## config.mk

```make
export PLATFORM = sky130hd
export DESIGN_NAME = sync_tracker
export DESIGN_NICKNAME = d
export VERILOG_FILES = /design/src/rtl/sync_timing_pkg.sv /design/src/rtl/sync_edge.sv /design/src/rtl/sync_tracker.sv
export SDC_FILE = /design/constraint.sdc
export NUM_CORES = 1
export LEC_CHECK = 0
export ABC_AREA = 1
export CORE_MARGIN = 1
export CORE_UTILIZATION = 55
export CTS_CLUSTER_SIZE = 16
export DETAILED_ROUTE_END_ITERATION = 10
export PLACE_DENSITY = 0.81
export SLEW_MARGIN = 40
export SYNTH_ARGS = -nofsm -noshare
export SYNTH_HDL_FRONTEND = slang
export SYNTH_SLANG_ARGS = --single-unit
```

## constraint.sdc

```tcl
create_clock -name i_clk -period 4 [get_ports i_clk]
set_input_delay 0.6 -clock i_clk [delete_from_list [all_inputs] [get_ports i_clk]]
set_output_delay 0.6 -clock i_clk [all_outputs]
set_load 0.01 [all_outputs]
```

## src/rtl/sync_timing_pkg.sv

```systemverilog
// Shared sync timing: default line/frame timing, sync polarities and the
// tracker lock-state encoding, used by the tracker and the sync generator.
package sync_timing_pkg;

  localparam int DefHorizontalBackPorch = 48;
  localparam int DefVisiblePixels       = 640;
  localparam int DefLineTotal           = 800;
  localparam int DefVerticalBackPorch   = 35;
  localparam int DefVisibleRows         = 400;
  localparam int DefFrameLines          = 449;

  localparam logic HsyncPolDefault = 1'b0;
  localparam logic VsyncPolDefault = 1'b1;

  localparam logic [9:0] CountMax = 10'd1023;

  typedef enum logic [1:0] {
    SEARCH  = 2'd0,
    ACQUIRE = 2'd1,
    LOCKED  = 2'd2
  } trackState_t;

  function automatic logic inWindow(input logic [9:0] value,
                                    input logic [9:0] lo,
                                    input logic [9:0] hi);
    return (value >= lo) && (value <= hi);
  endfunction

endpackage

```

## src/rtl/sync_edge.sv

```systemverilog
// Registers one sync input and flags its end-of-pulse: the cycle where the
// registered copy is still active while the raw input has gone inactive.
module sync_edge
  import sync_timing_pkg::*;
#(
  parameter logic ActivePol = HsyncPolDefault
) (
  input  logic i_clk,
  input  logic i_rst_n,
  input  logic i_sync,
  output logic o_eop
);

  logic r_sync;

  always_ff @(posedge i_clk or negedge i_rst_n) begin
    if (!i_rst_n) r_sync <= ~ActivePol;
    else          r_sync <= i_sync;
  end

  assign o_eop = (r_sync == ActivePol) && (i_sync != ActivePol);

endmodule

```

## src/rtl/sync_tracker.sv

```systemverilog
// Recovers pixel coordinates from HSYNC/VSYNC and verifies line/frame timing.
// Define SYNC_TRACKER_MEASURE_EN to add line/frame measurement and an error counter.
module sync_tracker
  import sync_timing_pkg::*;
#(
  parameter int   HorizontalBackPorch = DefHorizontalBackPorch,
  parameter int   VisiblePixels       = DefVisiblePixels,
  parameter int   LineTotal           = DefLineTotal,
  parameter int   VerticalBackPorch   = DefVerticalBackPorch,
  parameter int   VisibleRows         = DefVisibleRows,
  parameter int   FrameLines          = DefFrameLines,
  parameter logic HSYNC_POL           = HsyncPolDefault,
  parameter logic VSYNC_POL           = VsyncPolDefault
) (
  input  logic       i_clk,
  input  logic       i_rst_n,
  input  logic       i_hsync,
  input  logic       i_vsync,
  output logic [9:0] o_x,
  output logic [8:0] o_y,
  output logic       o_visible,
  output logic       o_locked
`ifdef SYNC_TRACKER_MEASURE_EN
  ,
  output logic [10:0] o_measLine,
  output logic [9:0]  o_measFrame,
  output logic [7:0]  o_errCount
`endif
);

  localparam logic [9:0]  HStart  = 10'(HorizontalBackPorch);
  localparam logic [9:0]  HEnd    = 10'(HorizontalBackPorch + VisiblePixels - 1);
  localparam logic [9:0]  VStart  = 10'(VerticalBackPorch);
  localparam logic [9:0]  VEnd    = 10'(VerticalBackPorch + VisibleRows - 1);
  localparam logic [10:0] LineLen = 11'(LineTotal);
  localparam logic [9:0]  FrameLn = 10'(FrameLines);

  logic        w_hEop;
  logic        w_vEop;
  logic [10:0] w_lineLen;
  logic        w_hErr;
  logic        w_vErr;
  logic        w_err;
  logic        w_lostH;
  logic        w_vis;

  logic [9:0]  r_hcnt;
  logic [9:0]  r_lcnt;
  trackState_t r_state;
  logic        r_frameErr;
  logic        r_locked;
  logic        r_visible;
  logic [9:0]  r_x;
  logic [8:0]  r_y;

  sync_edge #(.ActivePol(HSYNC_POL)) u_hsyncEdge (
    .i_clk   (i_clk),
    .i_rst_n (i_rst_n),
    .i_sync  (i_hsync),
    .o_eop   (w_hEop)
  );

  sync_edge #(.ActivePol(VSYNC_POL)) u_vsyncEdge (
    .i_clk   (i_clk),
    .i_rst_n (i_rst_n),
    .i_sync  (i_vsync),
    .o_eop   (w_vEop)
  );

  assign w_lineLen = {1'b0, r_hcnt} + 11'd1;
  assign w_hErr    = w_hEop && (w_lineLen != LineLen);
  assign w_vErr    = w_vEop && (r_lcnt != FrameLn);
  assign w_err     = w_hErr || w_vErr;
  assign w_lostH   = (r_hcnt == CountMax);
  assign w_vis     = r_locked && inWindow(r_hcnt, HStart, HEnd) && inWindow(r_lcnt, VStart, VEnd);

  // A VSYNC end-of-pulse restarts the row count even if HSYNC ends in the same cycle.
  always_ff @(posedge i_clk or negedge i_rst_n) begin
    if (!i_rst_n) begin
      r_hcnt <= '0;
      r_lcnt <= '0;
    end else begin
      if (w_hEop)        r_hcnt <= '0;
      else if (!w_lostH) r_hcnt <= r_hcnt + 10'd1;
      if (w_vEop)        r_lcnt <= '0;
      else if (w_hEop)   r_lcnt <= r_lcnt + 10'd1;
    end
  end

  // r_frameErr remembers any error since the last VSYNC, so a frame broken
  // while locked must be followed by one complete clean frame before relock.
  always_ff @(posedge i_clk or negedge i_rst_n) begin
    if (!i_rst_n) begin
      r_state    <= SEARCH;
      r_locked   <= 1'b0;
      r_frameErr <= 1'b0;
    end else begin
      if (w_vEop)     r_frameErr <= 1'b0;
      else if (w_err) r_frameErr <= 1'b1;

      if (w_lostH) begin
        r_state  <= SEARCH;
        r_locked <= 1'b0;
      end else begin
        case (r_state)
          SEARCH: begin
            if (w_vEop) r_state <= ACQUIRE;
          end
          ACQUIRE: begin
            if (w_vEop && !r_frameErr && !w_err) begin
              r_state  <= LOCKED;
              r_locked <= 1'b1;
            end
          end
          LOCKED: begin
            if (w_err) begin
              r_state  <= ACQUIRE;
              r_locked <= 1'b0;
            end
          end
          default: begin
            r_state  <= SEARCH;
            r_locked <= 1'b0;
          end
        endcase
      end
    end
  end

  always_ff @(posedge i_clk or negedge i_rst_n) begin
    if (!i_rst_n) begin
      r_visible <= 1'b0;
      r_x       <= '0;
      r_y       <= '0;
    end else begin
      r_visible <= w_vis;
      r_x       <= w_vis ? (r_hcnt - HStart) : 10'd0;
      r_y       <= w_vis ? 9'(r_lcnt - VStart) : 9'd0;
    end
  end

  assign o_x       = r_x;
  assign o_y       = r_y;
  assign o_visible = r_visible;
  assign o_locked  = r_locked;

`ifdef SYNC_TRACKER_MEASURE_EN
  logic [10:0] r_measLine;
  logic [9:0]  r_measFrame;
  logic [7:0]  r_errCount;

  // Errors while still searching are not counted: there is no frame reference yet.
  always_ff @(posedge i_clk or negedge i_rst_n) begin
    if (!i_rst_n) begin
      r_measLine  <= '0;
      r_measFrame <= '0;
      r_errCount  <= '0;
    end else begin
      if (w_hEop) r_measLine  <= w_lineLen;
      if (w_vEop) r_measFrame <= r_lcnt;
      if (w_err && (r_state != SEARCH) && (r_errCount != 8'hFF))
        r_errCount <= r_errCount + 8'd1;
    end
  end

  assign o_measLine  = r_measLine;
  assign o_measFrame = r_measFrame;
  assign o_errCount  = r_errCount;
`else
  // Without measurement, timing errors only steer the lock state machine.
`endif

endmodule
```

==> metrics.cfg <==
[outcome]
outcome=finished, final reports clean

[worst_setup_path]
critPathKind=register to register
worstSetupEndpointType=register
ff2ff_setup_slack_ps=1640
critPathMaxStageDelay_ps=570
reg2reg_depth=9
crit_chain=ha_1, nor2_1, inv_1, o21ai_0, nand2_1, inv_1, a21oi_1, nand2_1, nor2_1
cp.required_ps=4140
crit_fanout=20
reg2reg_to=o_y[1]$_DFF_PN0_
cp_slowest_cell=nand2_1
crit_path_start_kind=register
r2r-start=r_lcnt[0]$_DFFE_PN0P_
arrival_ps=2500

[yosys]
yosysWarnings=0
synth_edf_count=0
synth.largest_area_cell=dfrtp_1
synth_seq_cells=46
synth_common_cells=nand2_1, dfrtp_1, inv_1
synthesis.area_sq_um=2310
synth_fa_ha_area_share_pct=3.80
synth-compound-area-share_pct=11.4
synth_top_family_by_area=simple AND/OR/NAND/NOR gates
synthesis.instances=280
synth_area_leaders=dfrtp_1, nand2_1, inv_1
synthMuxAreaShare_pct=0
synth_flop_cell=dfrtp_1
yosysMostFrequentCell=nand2_1
postSynthAreaPerCell_sq_um=8.24
synth_cell_types=35
synth-xor-area-share_pct=1.90
synth.net_count=291
synth_top_area_share_pct=48.8
synth-simple-area-share_pct=25.3
async_flop_share_pct=100
ys_seq_area_share_pct=49.9

[global_routing]
grt_max_degree=47
first_global_vias=1751
grtUsageTotal_pct=23.4
grt-ovfl-total=0
antenna_found_initial=0
grt_pass1_wl_mm=7.80

[floorplan]
die_x_microns=66.8
dieArea_sq_um=4460
start_util_pct=57.7
coreArea_sq_um=4000
rows=23
die_y_microns=66.8
num_io_pins=25

[clock_network]
path_clk_slew_ps=80
ctsResizeCount=0
htreeDepth=2
postCtsSetupRepairBufs=0
cts_sinks=46
cts_tree=yes
cts.root.buffer_cell=clkbuf_8
cts_max_path_buffers=2
cts_hold_buf=0
clk_latency_ps=300
numCtsBuffers=5

[timing]
hold_violations=0
fmax_mhz=424
setup_viol=0
rsz0062_at_grt=no
maxSlewHeadroom_pct=49.2
setup-tns-final_ps=0
finalCritPeriodShare_pct=58.9
fin_crit_ps=2360
slew_viol_final=0
worst_pin_slew_ps=760
fin_skew_ps=11.8

[drt]
detail_route.wl_per_cell_microns=13.0
wl_mm=4.64
ant_nets=0
num_vias=1932
route.detailed.drc=0
drtPass1Iterations=5
vias_per_cell=5.41
drt_iter0_drc=205

[finish]
diodes=0
nNetsFinal=317
drive_gt1_share_pct=7.17
regArea_sq_um=1150
stdcell_count=357
multiInputGateArea_sq_um=977
synthToLayoutAreaGrowth_pct=16.7
num-fill-cells=329

[placement]
port_buffers=24
gp_congestion=0.875
dp_hpwl_mm=3.24
place_inst=349

[power]
power_density_nw_per_um2=397
ir_drop_mv=0.249
p_leak_nw=1.35

[min_path]
hp-class=input port to async pin

[flow_run]
cap_violations=0

[logic make-up (layout without fill, tap and decap cells)]
kind of cell / Yosys count / in the layout
AOI/OAI and AO/OA: 45 / 45
xor gates and xnor gates: 5 / 5
adders and majority gates: 7 / 7
buffers and inverters: 46 / 73
DFF: 46 / 46
and+or+nand+nor: 131 / 131
[critical path, delay by kind of cell (launching register included)]
kind | cells | cell delay, ps
AND/OR/NAND/NOR | 4 | 960
flip-flops | 1 | 440
AO/OA/AOI/OAI | 2 | 370
adder cells (fa/ha/maj) | 1 | 240
buffers and inverters | 2 | 200
[flip-flops by register name, summed over array words and instances (netlist names)]
register and count:
o_x 10, o_y 9, r_lcnt 10, r_state 2, u_hsyncEdge.r_sync 1, o_visible 1, o_locked 1, u_vsyncEdge.r_sync 1
r_frameErr 1, r_hcnt 10
[layout make-up]
cell class	instances	area share, %
Timing Repair Buffer	24	8.83
Inverter	41	5.72
Multi-Input combinational cell	188	36.3
Clock buffer	5	2.56
Sequential cell	46	42.8
Tap cell	50	2.32
Clock inverter	3	1.49
[placed cells by master (no fill, tap or decap), types with 2 or more instances in the layout]
cell type and n:
clkinv_2 2, nand3_1 12, a211oi_1 2, nand2_2 3, xor2_1 5, nand2_1 58
clkbuf_8 5, clkdlybuf4s50_1 23, nor2_2 2, inv_1 38, nand3b_1 2, o21ai_0 11
ha_1 7, nand4_1 4, o21ai_1 3, nand3_2 2, dfrtp_1 45, a21oi_1 19
a31oi_1 2, nor2_1 34, nor3_1 10, clkinv_1 2, o22ai_1 2
[power breakdown]
| part | switching, mW | internal (mW) | total, mW |
|---|---|---|---|
| sequential | 0.0408 | 0.500 | 0.541 |
| clock | 0.156 | 0.184 | 0.340 |
| combinational | 0.119 | 0.0691 | 0.188 |
[worst max path at each step]
stage                          startpoint               endpoint  slack [ps]  depth (start not counted)
floorplan           r_hcnt[0]$_DFFE_PN0P_   o_locked$_DFFE_PN0P_        2290                         14
global placement                  i_hsync  r_lcnt[8]$_DFFE_PN0P_        1670                          7
detailed placement                i_hsync  r_lcnt[8]$_DFFE_PN0P_        1600                          7
CTS                 r_lcnt[0]$_DFFE_PN0P_       o_y[0]$_DFF_PN0_        1680                          9
global route        r_hcnt[1]$_DFFE_PN0P_       o_x[6]$_DFF_PN0_        1510                          9
finish              r_lcnt[0]$_DFFE_PN0P_       o_y[1]$_DFF_PN0_        1640                          9
[routing by layer]
metal | global-route usage (%) | wire length [microns] | up-vias
met5 | 0 | 0 | -
met4 | 9.31 | 68 | 0
met3 | 4.28 | 227 | 8
met2 | 38.0 | 2180 | 72
met1 | 30.9 | 2160 | 902
li1 | - | - | 950
[through the flow]
stage	hold WS, ps	setup WS (ps)	utilization (%)	area, sq um	power, mW
after floorplan	304	2290	-	2310	0.678
after global placement	505	1670	64.5	2580	0.728
after detailed placement	518	1600	64.6	2580	0.733
after CTS	312	1680	67.3	2690	1.07
after global routing	347	1510	67.3	2690	1.12
final	293	1640	67.3	2690	1.07
Note: power is estimated with default switching activity, not from simulation.
